`src/rtl/ft232r_reg_bank.sv`:
```
// Register bank behind the FT232R command processor: level req/ack bus plus an error-report handshake.
// Reads and writes complete one cycle after the request is sampled; the requester holds its level until ack.
module ft232r_reg_bank #(
  parameter logic [15:0] P_ID       = 16'hF232,
  parameter int          P_NREG     = 8,
  parameter logic [15:0] P_BAD_DATA = 16'hDEAD
) (
  input  logic                  clk,
  input  logic                  rst_n,
  input  logic [11:0]           logic_adr,
  input  logic [15:0]           logic_wr_data,
  input  logic                  logic_wr_req,
  input  logic                  logic_rd_req,
  output logic [15:0]           logic_rd_data,
  output logic                  logic_ack,
  input  logic                  err_req,
  input  logic [31:0]           err_data,
  output logic                  err_ack,
  output logic [15:0]           ctrl,
  output logic [15:0]           pulse,
  output logic [16*P_NREG-1:0]  gp_regs
);

  typedef enum logic {IDLE, ACK} bus_state_t;
  typedef enum logic {E_IDLE, E_ACK} err_state_t;

  bus_state_t  bus_state, bus_next;
  err_state_t  err_state, err_next;

  logic        bus_start;
  logic        err_start;
  logic        wr_en;
  logic [15:0] rd_mux;

  logic [15:0] scratch;
  logic [15:0] err_cnt;
  logic [15:0] err_lo;
  logic [15:0] err_hi;
  logic        err_seen;
  logic [15:0] gp [P_NREG];

  // Bus FSM: one access per request level; a new one needs both requests to drop first.
  always_ff @(posedge clk or negedge rst_n) begin
    if (!rst_n) begin
      bus_state <= IDLE;
    end else begin
      bus_state <= bus_next;
    end
  end

  always_comb begin
    bus_next  = bus_state;
    bus_start = 1'b0;
    case (bus_state)
      IDLE: begin
        if (logic_wr_req || logic_rd_req) begin
          bus_next  = ACK;
          bus_start = 1'b1;
        end
      end
      ACK: begin
        if (!logic_wr_req && !logic_rd_req) begin
          bus_next = IDLE;
        end
      end
      default: bus_next = IDLE;
    endcase
  end

  always_ff @(posedge clk or negedge rst_n) begin
    if (!rst_n) begin
      err_state <= E_IDLE;
    end else begin
      err_state <= err_next;
    end
  end

  always_comb begin
    err_next  = err_state;
    err_start = 1'b0;
    case (err_state)
      E_IDLE: begin
        if (err_req) begin
          err_next  = E_ACK;
          err_start = 1'b1;
        end
      end
      E_ACK: begin
        if (!err_req) begin
          err_next = E_IDLE;
        end
      end
      default: err_next = E_IDLE;
    endcase
  end

  assign logic_ack = (bus_state == ACK);
  assign err_ack   = (err_state == E_ACK);
  assign wr_en     = bus_start && logic_wr_req;

  // Read mux sees register state before this edge's write/capture, giving pre-write read data.
  always_comb begin
    rd_mux = P_BAD_DATA;
    case (logic_adr)
      12'h000: rd_mux = P_ID;
      12'h001: rd_mux = scratch;
      12'h002: rd_mux = ctrl;
      12'h003: rd_mux = 16'h0000;
      12'h004: rd_mux = err_cnt;
      12'h005: rd_mux = err_lo;
      12'h006: rd_mux = err_hi;
      12'h007: rd_mux = {15'b0, err_seen};
      default: begin
        for (int k = 0; k < P_NREG; k++) begin
          if (logic_adr == 12'h010 + 12'(k)) begin
            rd_mux = gp[k];
          end
        end
      end
    endcase
  end

  always_ff @(posedge clk or negedge rst_n) begin
    if (!rst_n) begin
      logic_rd_data <= '0;
      scratch       <= '0;
      ctrl          <= '0;
      pulse         <= '0;
      for (int k = 0; k < P_NREG; k++) begin
        gp[k] <= '0;
      end
    end else begin
      pulse <= '0;
      if (bus_start) begin
        logic_rd_data <= rd_mux;
      end
      if (wr_en) begin
        case (logic_adr)
          12'h001: scratch <= logic_wr_data;
          12'h002: ctrl    <= logic_wr_data;
          12'h003: pulse   <= logic_wr_data;
          default: ;
        endcase
        for (int k = 0; k < P_NREG; k++) begin
          if (logic_adr == 12'h010 + 12'(k)) begin
            gp[k] <= logic_wr_data;
          end
        end
      end
    end
  end

  // Capture beats a same-edge W1C so an error arriving during the clear is never lost.
  always_ff @(posedge clk or negedge rst_n) begin
    if (!rst_n) begin
      err_cnt  <= '0;
      err_lo   <= '0;
      err_hi   <= '0;
      err_seen <= 1'b0;
    end else begin
      if (err_start) begin
        err_lo   <= err_data[15:0];
        err_hi   <= err_data[31:16];
        err_seen <= 1'b1;
        if (err_cnt != 16'hFFFF) begin
          err_cnt <= err_cnt + 16'd1;
        end
      end else if (wr_en && logic_adr == 12'h007 && logic_wr_data[0]) begin
        err_seen <= 1'b0;
      end
    end
  end

  for (genvar g = 0; g < P_NREG; g++) begin : g_gp_out
    assign gp_regs[16*g +: 16] = gp[g];
  end

endmodule

```
`config.mk`:
```
export PLATFORM = sky130hd
export DESIGN_NAME = ft232r_reg_bank
export DESIGN_NICKNAME = d
export VERILOG_FILES = /design/src/rtl/ft232r_reg_bank.sv
export SDC_FILE = /design/constraint.sdc
export NUM_CORES = 1
export LEC_CHECK = 0
export ABC_AREA = 1
export BUFFER_PORTS_ARGS = -buffer_cell sky130_fd_sc_hd__buf_2
export CORE_ASPECT_RATIO = 1.25
export CORE_MARGIN = 1.5
export CORE_UTILIZATION = 40
export DETAILED_ROUTE_END_ITERATION = 16
export HOLD_SLACK_MARGIN = 0.15
export PLACE_DENSITY = 0.69
export REMOVE_ABC_BUFFERS = 1
export SLEW_MARGIN = 0
export SYNTH_ARGS = -nofsm -noshare
export SYNTH_HDL_FRONTEND = slang
export SYNTH_SLANG_ARGS = --single-unit
```
`constraint.sdc`:
```
create_clock -name clk -period 2.51 [get_ports clk]
set_clock_uncertainty 0.15 [all_clocks]
set_input_delay 0.251 -clock clk [delete_from_list [all_inputs] [get_ports clk]]
set_output_delay 0.251 -clock clk [all_outputs]
set_load 0.03 [all_outputs]
```
== Word level (Yosys, flattened, before mapping) ==
Cells that the tools add are included.
Storage, ports and cells
  input port bits: 65
  output and inout bits: 178
  word-level logic and storage cells: 75
  register bits after elaboration: 243
Operators by class
  muxes and demuxes: 19
  bitwise logic cells: 1
  equality and inequality tests: 16
  $add $sub $neg: 1
  reductions and logical operators: 20
Operator list (count)
  2-to-1 mux 16 bit: 10
  case mux 16 bit (8 select lines): 1
  == test 12 x 5 -> 1 bit (second input constant): 8
  == test 12 x 3 -> 1 bit (second input constant): 4
  == test 12 x 2 -> 1 bit (second input constant): 2
  AND reduction 2 bit: 11
  adder 16 x 1 -> 16 bit (second input constant): 1
  inequality test 16 bit (second input constant): 1
  == test 12 x 1 -> 1 bit (second input constant): 1
  zero test 12 bit: 1
  2-to-1 mux 1 bit: 7
  logical AND 1 bit: 4
  zero test 1 bit: 2
  case mux 1 bit (2 select lines): 1
  nonzero test 2 bit: 1
  logical OR 1 bit: 1
  NOT 1 bit: 1

== Logic depth before layout (Yosys ltp) ==
Gate-level depths: netlist (run 1).
  word-level depth: 10
  mapped depth: 13
  depth with buffers taken out: 13

== Worst setup path before layout (run 1) ==
No wires, ideal clock.
  path kind: reg-to-reg
  start point: register err_state, in the netlist err_ack
  end point: register err_hi[10]
  arrival: 1.536 ns
  period minus slack after synthesis: 1.819 ns
  required time: 2.227 ns
  cell stages (with the launch flop): 7
  setup time: 0.133 ns
  setup slack: 0.691 ns
  buffers on the path: 3
  path through: dfrtp_1 -> inv_1 -> nand2_1 -> buf_2 -> clkbuf_1 -> clkbuf_1 -> a21oi_1
Between the ends
  word-level cells in the longest chain between the ends: 1
Ends and longest elaborated chain
  start: declaration: RTL line 28  | err_state_t err_state, err_next;
  start signal: assignment: RTL line 74  | err_state <= err_next;
  2-to-1 mux 1 bit: RTL line 81  | case (err_state)
  end signal: assignment: RTL line 163  | err_hi <= err_data[31:16];
  end: declaration: RTL line 38  | logic [15:0] err_hi;
Every way passes these cells.
A chain may end at the register's enable or synchronous reset.

== Final worst setup path (run 1) ==
  start point: register bus_state, in the netlist logic_ack
  end point: register err_seen
Between the ends
  word-level cells in the longest chain between the ends: 5
Ends and longest elaborated chain
  start: declaration: RTL line 27  | bus_state_t bus_state, bus_next;
  start signal: assignment: RTL line 47  | bus_state <= bus_next;
  2-to-1 mux 1 bit: RTL line 54  | case (bus_state)
  logical AND 1 bit: RTL line 99  | assign wr_en = bus_start && logic_wr_req;
  logical AND 1 bit (2 in a row): RTL line 168  | end else if (wr_en && logic_adr == 12'h007 && logic_wr_data[0]) begin
  nonzero test 2 bit (no line)
  end signal: assignment: RTL line 159  | err_seen <= 1'b0;
  end signal: assignment: RTL line 164  | err_seen <= 1'b1;
  end signal: assignment: RTL line 169  | err_seen <= 1'b0;
  end: declaration: RTL line 39  | logic err_seen;
Every way passes these cells.

==> results.md, run 1 <==
- Status: finished, final reports clean
- Die area: 0.02876 mm²
- Share of cells above drive strength 1: 24.18%
- CTS tree: built
- DRC: 0
- Die W: 152.0 µm
- H-tree Lvls: 1
- Post-CTS setup buffers: 0
- Top cells by area, synth: dfrtp_1 55%, nand2_1 10%, o21ai_0 6.8%
- Drt wl/cell: 17.67 µm
- Final ANT Viol Nets: 0
- Post-layout nets: 1639
- # resized after CTS: 0
- Synth warn: 0
- Crit. End Element: flop
- Most frequent cell after synthesis: nand2_1
- Post-layout min period: 2.249 ns
- Clk pwr share: 46.7%
- CP startpoint kind: flop
- Mapped cell area: 0.01110 mm²
- Fin util: 51.46%
- First-pass GRT wire length: 53.95 mm
- Detailed Routing Iterations Pass 1: 5
- Area Overhead vs Synth: 27.40%
- Critical Path RT: 2.77 ns
- Number of port buffers: 242
- Placed cells: 1839
- Sinks on Clock Net: 243
- Met2 WL post-DR: 16.69 mm
- Crit Path Class: reg -> reg
- ANT cells: 0
- Clock Latency Late Sink: 0.54 ns
- Layout Cells excl Fill: 1942
- Synth cell count leaders: 303 x nand2_1, 243 x dfrtp_1, 150 x o21ai_0, 106 x nor2_1, 100 x inv_1
- RSZ-0062 raised after global routing: no
- Core box area: 0.02748 mm²
- Setup_tns: 0 ns
- Vias in the first global route: 9747
- Initial antenna violation count: 0
- WL final: 34.32 mm
- Cell Area, Placed: 0.01264 mm²
- HPWL after DPL: 25.39 mm
- GR Overflow Total: 0
- Peak VDD IR: 373.0 µV
- Initial Utilization: 40.39%
- Post-synth top area cell: dfrtp_1
- Hold Path Class: in -> reg
- Global placer's final weighted congestion: 0.9073
- Met1 wire length: 14.03 mm
- Async SR Flop Fraction: 100.0%
- Cts bufs inserted: 27
- Max Freq: 444.6 MHz
- Avg Synthesized Cell Area: 8.551 µm²
- Ys flop type: dfrtp_1
- Place WS: 0.09061 ns
- # hold bufs at CTS: 55
- Io pins: 243
- Final setup fails: 0
- Fin area: 0.01414 mm²
- Switching Share: 24.02%
- DR vias: 9783
- Num rows: 68
- Tightest Pin Transition: 0.6338 ns
- Number of max-cap violations: 0
- Synth cell types: 32
- Pin count of the biggest net entering global routing: 65
- Top layer in use: met4
- Sw Pwr: 2.172 mW
- Rel. slew slack: 57.70%
- Post-synthesis register bit count: 243
- Share of the synthesized area in the top cell type: 54.79%
- Critical Path AT: 2.51 ns
- Height of the die: 189.2 µm
- Fin. Hold Viols: 0
- Setup ws final: 0.2610 ns
- Final Max Tran Viols: 0
- Pint: 6.871 mW
- Gr usage total: 23.66%
- LEAKAGE: 7.227 nW
- Root Buffer: clkbuf_16
- Clock slew at reported path FFs: 0.06 ns
- Reg power frac: 46.0%
- Vias per std cell: 5.038
- Period utilization: 89.60%
- Drt first-iter violations: 659
- Power density over cell area: 639.5 mW/mm²
- CP Max Fanout: 17
- Seq/Total Area, Yosys: 54.79%
- Logic pwr share: 7.2%
- Post-synth EDFFs: 0
- Post-synthesis cell count: 1298
- Clock Path Buffers: 3
- WL met3: 2.155 mm
cell usage in the layout, fill, tap and decap left out, drive strengths merged, types with 2 or more instances in the layout:
cell | Yosys | routed
nand2 | 318 | 318
buf | 16 | 265
dfrtp | 243 | 243
o21ai | 172 | 172
nor2 | 121 | 121
inv | 114 | 115
dlygate4sd3 | 0 | 55
nand3 | 51 | 51
nor3 | 50 | 50
nand4 | 36 | 36
a21oi | 36 | 36
clkbuf | 58 | 32
or2 | 24 | 24
mux2 | 18 | 18
xor2 | 15 | 15
nand3b | 11 | 11
clkinv | 0 | 8
o22ai | 6 | 6
bufinv | 0 | 5
nor4 | 4 | 4
o211ai | 4 | 4
clkinvlp | 0 | 2
state kept, by name, indices dropped and copies added, names as in the netlist:
signal and flops:
err_hi 16, logic_rd_data 16, ctrl 16, logic_ack 1
err_seen 1, err_cnt 16, err_lo 16, err_ack 1
pulse 16, scratch 16, gp_regs 128
critical path: stages, from the launching register on:
cell,delay [ns]
dfrtp_1,0.41
a21oi_4,0.14
inv_2,0.17
nor2_4,0.37
nand2_1,0.08
dlygate4sd3_1,0.59
o21ai_0,0.15
nand2_1,0.07
power groups by stage:
stage,clock network [mW],registers [mW],logic [mW]
2_1_floorplan,0,4.23,0.279
4_1_cts,4.29,4.16,0.665
5_1_grt,4.46,4.18,0.729
3_3_place_gp,0,4.23,0.580
6_report,4.22,4.16,0.656
3_5_place_dp,0,4.23,0.596
cell type report:
type	count	area, µm²
clock buffer	32	724.4
clock inverter	16	225.2
tap	350	437.9
sequential	243	6081
timing repair buffer	320	1969
inverter	114	427.9
multi-input combinational	867	4275
fill	2593	13340
worst paths after layout:
check	from	end	slack, ns	cells after the start
worst min register to register	scratch[9]$_DFFE_PN0P_	scratch[9]$_DFFE_PN0P_	0.34	2
worst min-delay path	logic_adr[1]	err_seen$_DFFE_PN0P_	0.18	6
min in group asynchronous	rst_n	gp_regs[20]$_DFFE_PN0P_	0.67	3
max in group asynchronous	rst_n	err_cnt[15]$_DFFE_PN0P_	0.82	4
worst max-delay path	logic_ack$_DFF_PN0_	err_seen$_DFFE_PN0P_	0.26	7
worst max register to register	logic_ack$_DFF_PN0_	err_seen$_DFFE_PN0P_	0.26	7
kinds of logic after synthesis:
family | count (synthesis) | synth area share [%]
adder cells (fa/ha/maj) | 1 | 0.1127
AO/OA/AOI/OAI | 218 | 10.09
XOR/XNOR | 15 | 1.184
multiplexers | 18 | 1.826
AND/OR/NAND/NOR | 615 | 25.31
buffers and inverters | 188 | 6.696
flip-flops | 243 | 54.79
per-layer routing:
metal,vias to the layer above,GRT usage (%)
met5,-,0
met4,0,10.19
met3,77,5.127
met2,300,39.71
met1,4649,29.43
li1,4757,-
metrics by stage:
step / power [mW] / hold slack [ns]
4_1_cts: 9.113 / 0.1675
5_1_grt: 9.368 / 0.2182
2_1_floorplan: 4.511 / -0.1946
6_report: 9.043 / 0.1833
3_5_place_dp: 4.829 / 0.09111
3_3_place_gp: 4.811 / 0.09032
Note: power is estimated with default switching activity, not from simulation.
==> inputs of run 2 (changes only) <==
--- a/config.mk
+++ b/config.mk
@@ -13,7 +13,6 @@
 export DETAILED_ROUTE_END_ITERATION = 16
 export HOLD_SLACK_MARGIN = 0.15
 export PLACE_DENSITY = 0.69
-export REMOVE_ABC_BUFFERS = 1
 export SLEW_MARGIN = 0
 export SYNTH_ARGS = -nofsm -noshare
 export SYNTH_HDL_FRONTEND = slang
==> run 2 against run 1 <==
Design area is 0.53% lower. Flip-flop and latch count stayed put. Core utilization is 0.27 points lower. Sequential share of layout area is 0.23 points higher. Wire length is 1.4% higher. Total power is 4.8% lower. Global-route usage is 0.14 points higher. Critical path depth is 2 higher. Maximum frequency is 4.4% lower. Critical path type is now in -> reg. Largest power group is now sequential cells.
==> results.md, run 2 (synthesis gave the netlist of run 1 again) <==
- Status: finished, final reports clean
- Clock Latency Late Sink: 0.53 ns (about the same)
- Worst r2r dst: gp_regs[80]$_DFFE_PN0P_
- Post-layout min period: 2.352 ns (+0.1029 ns)
- DR vias: 9971 (+1.9%)
- Number of max-cap violations: 0 (unchanged)
- DRC: 0 (unchanged)
- Worst setup path end: err_seen$_DFFE_PN0P_
- Syn_nets: 1364
- Initial antenna violation count: 0 (unchanged)
- Initial Utilization: 40.39% (unchanged)
- Tightest Pin Transition: 0.6060 ns (-0.02774 ns)
- Rel. slew slack: 59.55% (+1.9 points)
- Sw Pwr: 2.097 mW (-3.4%)
- HPWL after DPL: 25.63 mm (+0.96%)
- Vias in the first global route: 9830 (+0.85%)
- CTS tree: built
- Critical Path RT: 2.76 ns (about the same)
- Root Buffer: clkbuf_16
- Max Freq: 425.2 MHz (-4.4%)
- Post-layout nets: 1638 (-0.061%)
- Reg power frac: 48.4% (+2.4 points)
- Area Overhead vs Synth: 26.73%
- Number of port buffers: 242 (unchanged)
- Crit. End Element: flop
- Hold Path Class: in -> reg
- Vias per std cell: 5.134 (+1.9%)
- Fin. Hold Viols: 0 (unchanged)
- First-pass GRT wire length: 54.61 mm (+1.2%)
- Clock Path Buffers: 3 (unchanged)
- Setup_tns: 0 ns (unchanged)
- Detailed Routing Iterations Pass 1: 5 (unchanged)
- Drt wl/cell: 17.91 µm (+1.4%)
- Flop-to-flop setup slack: 0.23 ns (-0.03 ns)
- Global placer's final weighted congestion: 0.8688 (-4.2%)
- Peak VDD IR: 441.5 µV (+18%)
- ANT cells: 0 (unchanged)
- Place WS: 0.1365 ns (+0.04588 ns)
- Clk pwr share: 43.9% (-2.8 points)
- Pint: 6.508 mW (-5.3%)
- Core box area: 0.02748 mm² (unchanged)
- Period utilization: 93.70% (+4.1 points)
- H-tree Lvls: 1 (unchanged)
- Height of the die: 189.2 µm (unchanged)
- Logic pwr share: 7.7% (+0.5 points)
- Gr usage total: 23.80% (+0.14 points)
- Final setup fails: 0 (unchanged)
- Io pins: 243 (unchanged)
- Max reg flops: 128 (unchanged)
- Cts bufs inserted: 26 (-3.7%)
- GR Overflow Total: 0 (unchanged)
- Critical Path AT: 2.60 ns (+0.09 ns)
- Die area: 0.02876 mm² (unchanged)
- Critical R2R Launch: logic_ack$_DFF_PN0_
- Sinks on Clock Net: 243 (unchanged)
- RSZ-0062 raised after global routing: no
- CP startpoint kind: input pin
- Pin count of the biggest net entering global routing: 65 (unchanged)
- CP Max Fanout: 5 (-12)
- Crit Path Class: in -> reg
- Leading cell types in the layout, fill and taps excluded: 303 x nand2_1, 243 x dfrtp_1, 241 x buf_2, 150 x o21ai_0, 105 x nor2_1
- Power density over cell area: 611.8 mW/mm² (-4.3%)
- Final ANT Viol Nets: 0 (unchanged)
- Crit path launch: logic_adr[0]
- Share of cells above drive strength 1: 23.68% (-0.50 points)
- WL final: 34.79 mm (+1.4%)
- Commonest non-fill, non-tap cell in the layout: nand2_1
- Final Max Tran Viols: 0 (unchanged)
- Fin util: 51.18% (-0.27 points)
- LEAKAGE: 7.180 nW (-0.65%)
- Num rows: 68 (unchanged)
- Die W: 152.0 µm (unchanged)
- Setup ws final: 0.1581 ns (-0.1029 ns)
- Clock slew at reported path FFs: 0.06 ns (about the same)
- Drt first-iter violations: 579 (-12%)
- FF-to-FF path depth: 5 (-2)
- Switching Share: 24.37% (+0.36 points)
==> run 2: worst max-delay path, cell delays in order <==
cell,delay (ns)
dlygate4sd3_1,0.54
buf_2,0.14
nand2_1,0.10
nor2_4,0.17
dlygate4sd3_1,0.56
nand2_1,0.05
dlygate4sd3_1,0.56
o21ai_0,0.16
nand2_1,0.06
==> run 2: final cells by class <==
type | count | area [µm²]
fill | 2651 | 13420
clock buffer | 43 | 815.8
sequential | 243 | 6081
tap | 350 | 437.9
timing repair buffer | 320 | 1989
multi-input combinational | 867 | 4283
clock inverter | 5 | 31.28
inverter | 114 | 427.9
==> run 2: worst min-delay path by stage <==
stage / start / cells after the start / to
4_1_cts: logic_wr_req / 6 / err_seen$_DFFE_PN0P_
5_1_grt: logic_wr_req / 6 / err_seen$_DFFE_PN0P_
6_report: logic_wr_req / 6 / err_seen$_DFFE_PN0P_
3_3_place_gp: rst_n / 1 / gp_regs[11]$_DFFE_PN0P_
3_5_place_dp: rst_n / 1 / gp_regs[11]$_DFFE_PN0P_
2_1_floorplan: rst_n / 0 / ctrl[0]$_DFFE_PN0P_
==> run 2: metal layers <==
metal	GRT usage [%]	vias up	routed length, µm
met5	0	-	0
met4	7.095	0	909
met3	4.532	55	2468
met2	40.53	350	16800
met1	30.79	4806	14610
li1	-	4760	-
==> run 2: repair_timing <==
action,CTS,global route
resized for setup,0,2
buffers inserted,0,0
hold buffers,58,0
endpoints found under the setup margin,0,1
endpoints found under the hold margin,447,0
==> run 2: metrics by stage <==
step	instances	hold WS [ns]	power, mW	instance area [µm²]
after floorplan	1298	-0.1946	4.523	11100
after global placement	1836	0.1057	4.816	12630
after detailed placement	1836	0.1072	4.833	12630
after CTS	1942	0.1693	8.682	14060
after global routing	1942	0.2460	8.918	14070
final	1942	0.1962	8.605	14070
==> run 2: power groups by stage <==
stage / registers, mW / clock network, mW / logic, mW
after floorplan: 4.23 / 0 / 0.292
after global placement: 4.23 / 0 / 0.583
after detailed placement: 4.24 / 0 / 0.597
after CTS: 4.16 / 3.85 / 0.670
after global routing: 4.18 / 4.00 / 0.735
final: 4.17 / 3.77 / 0.665
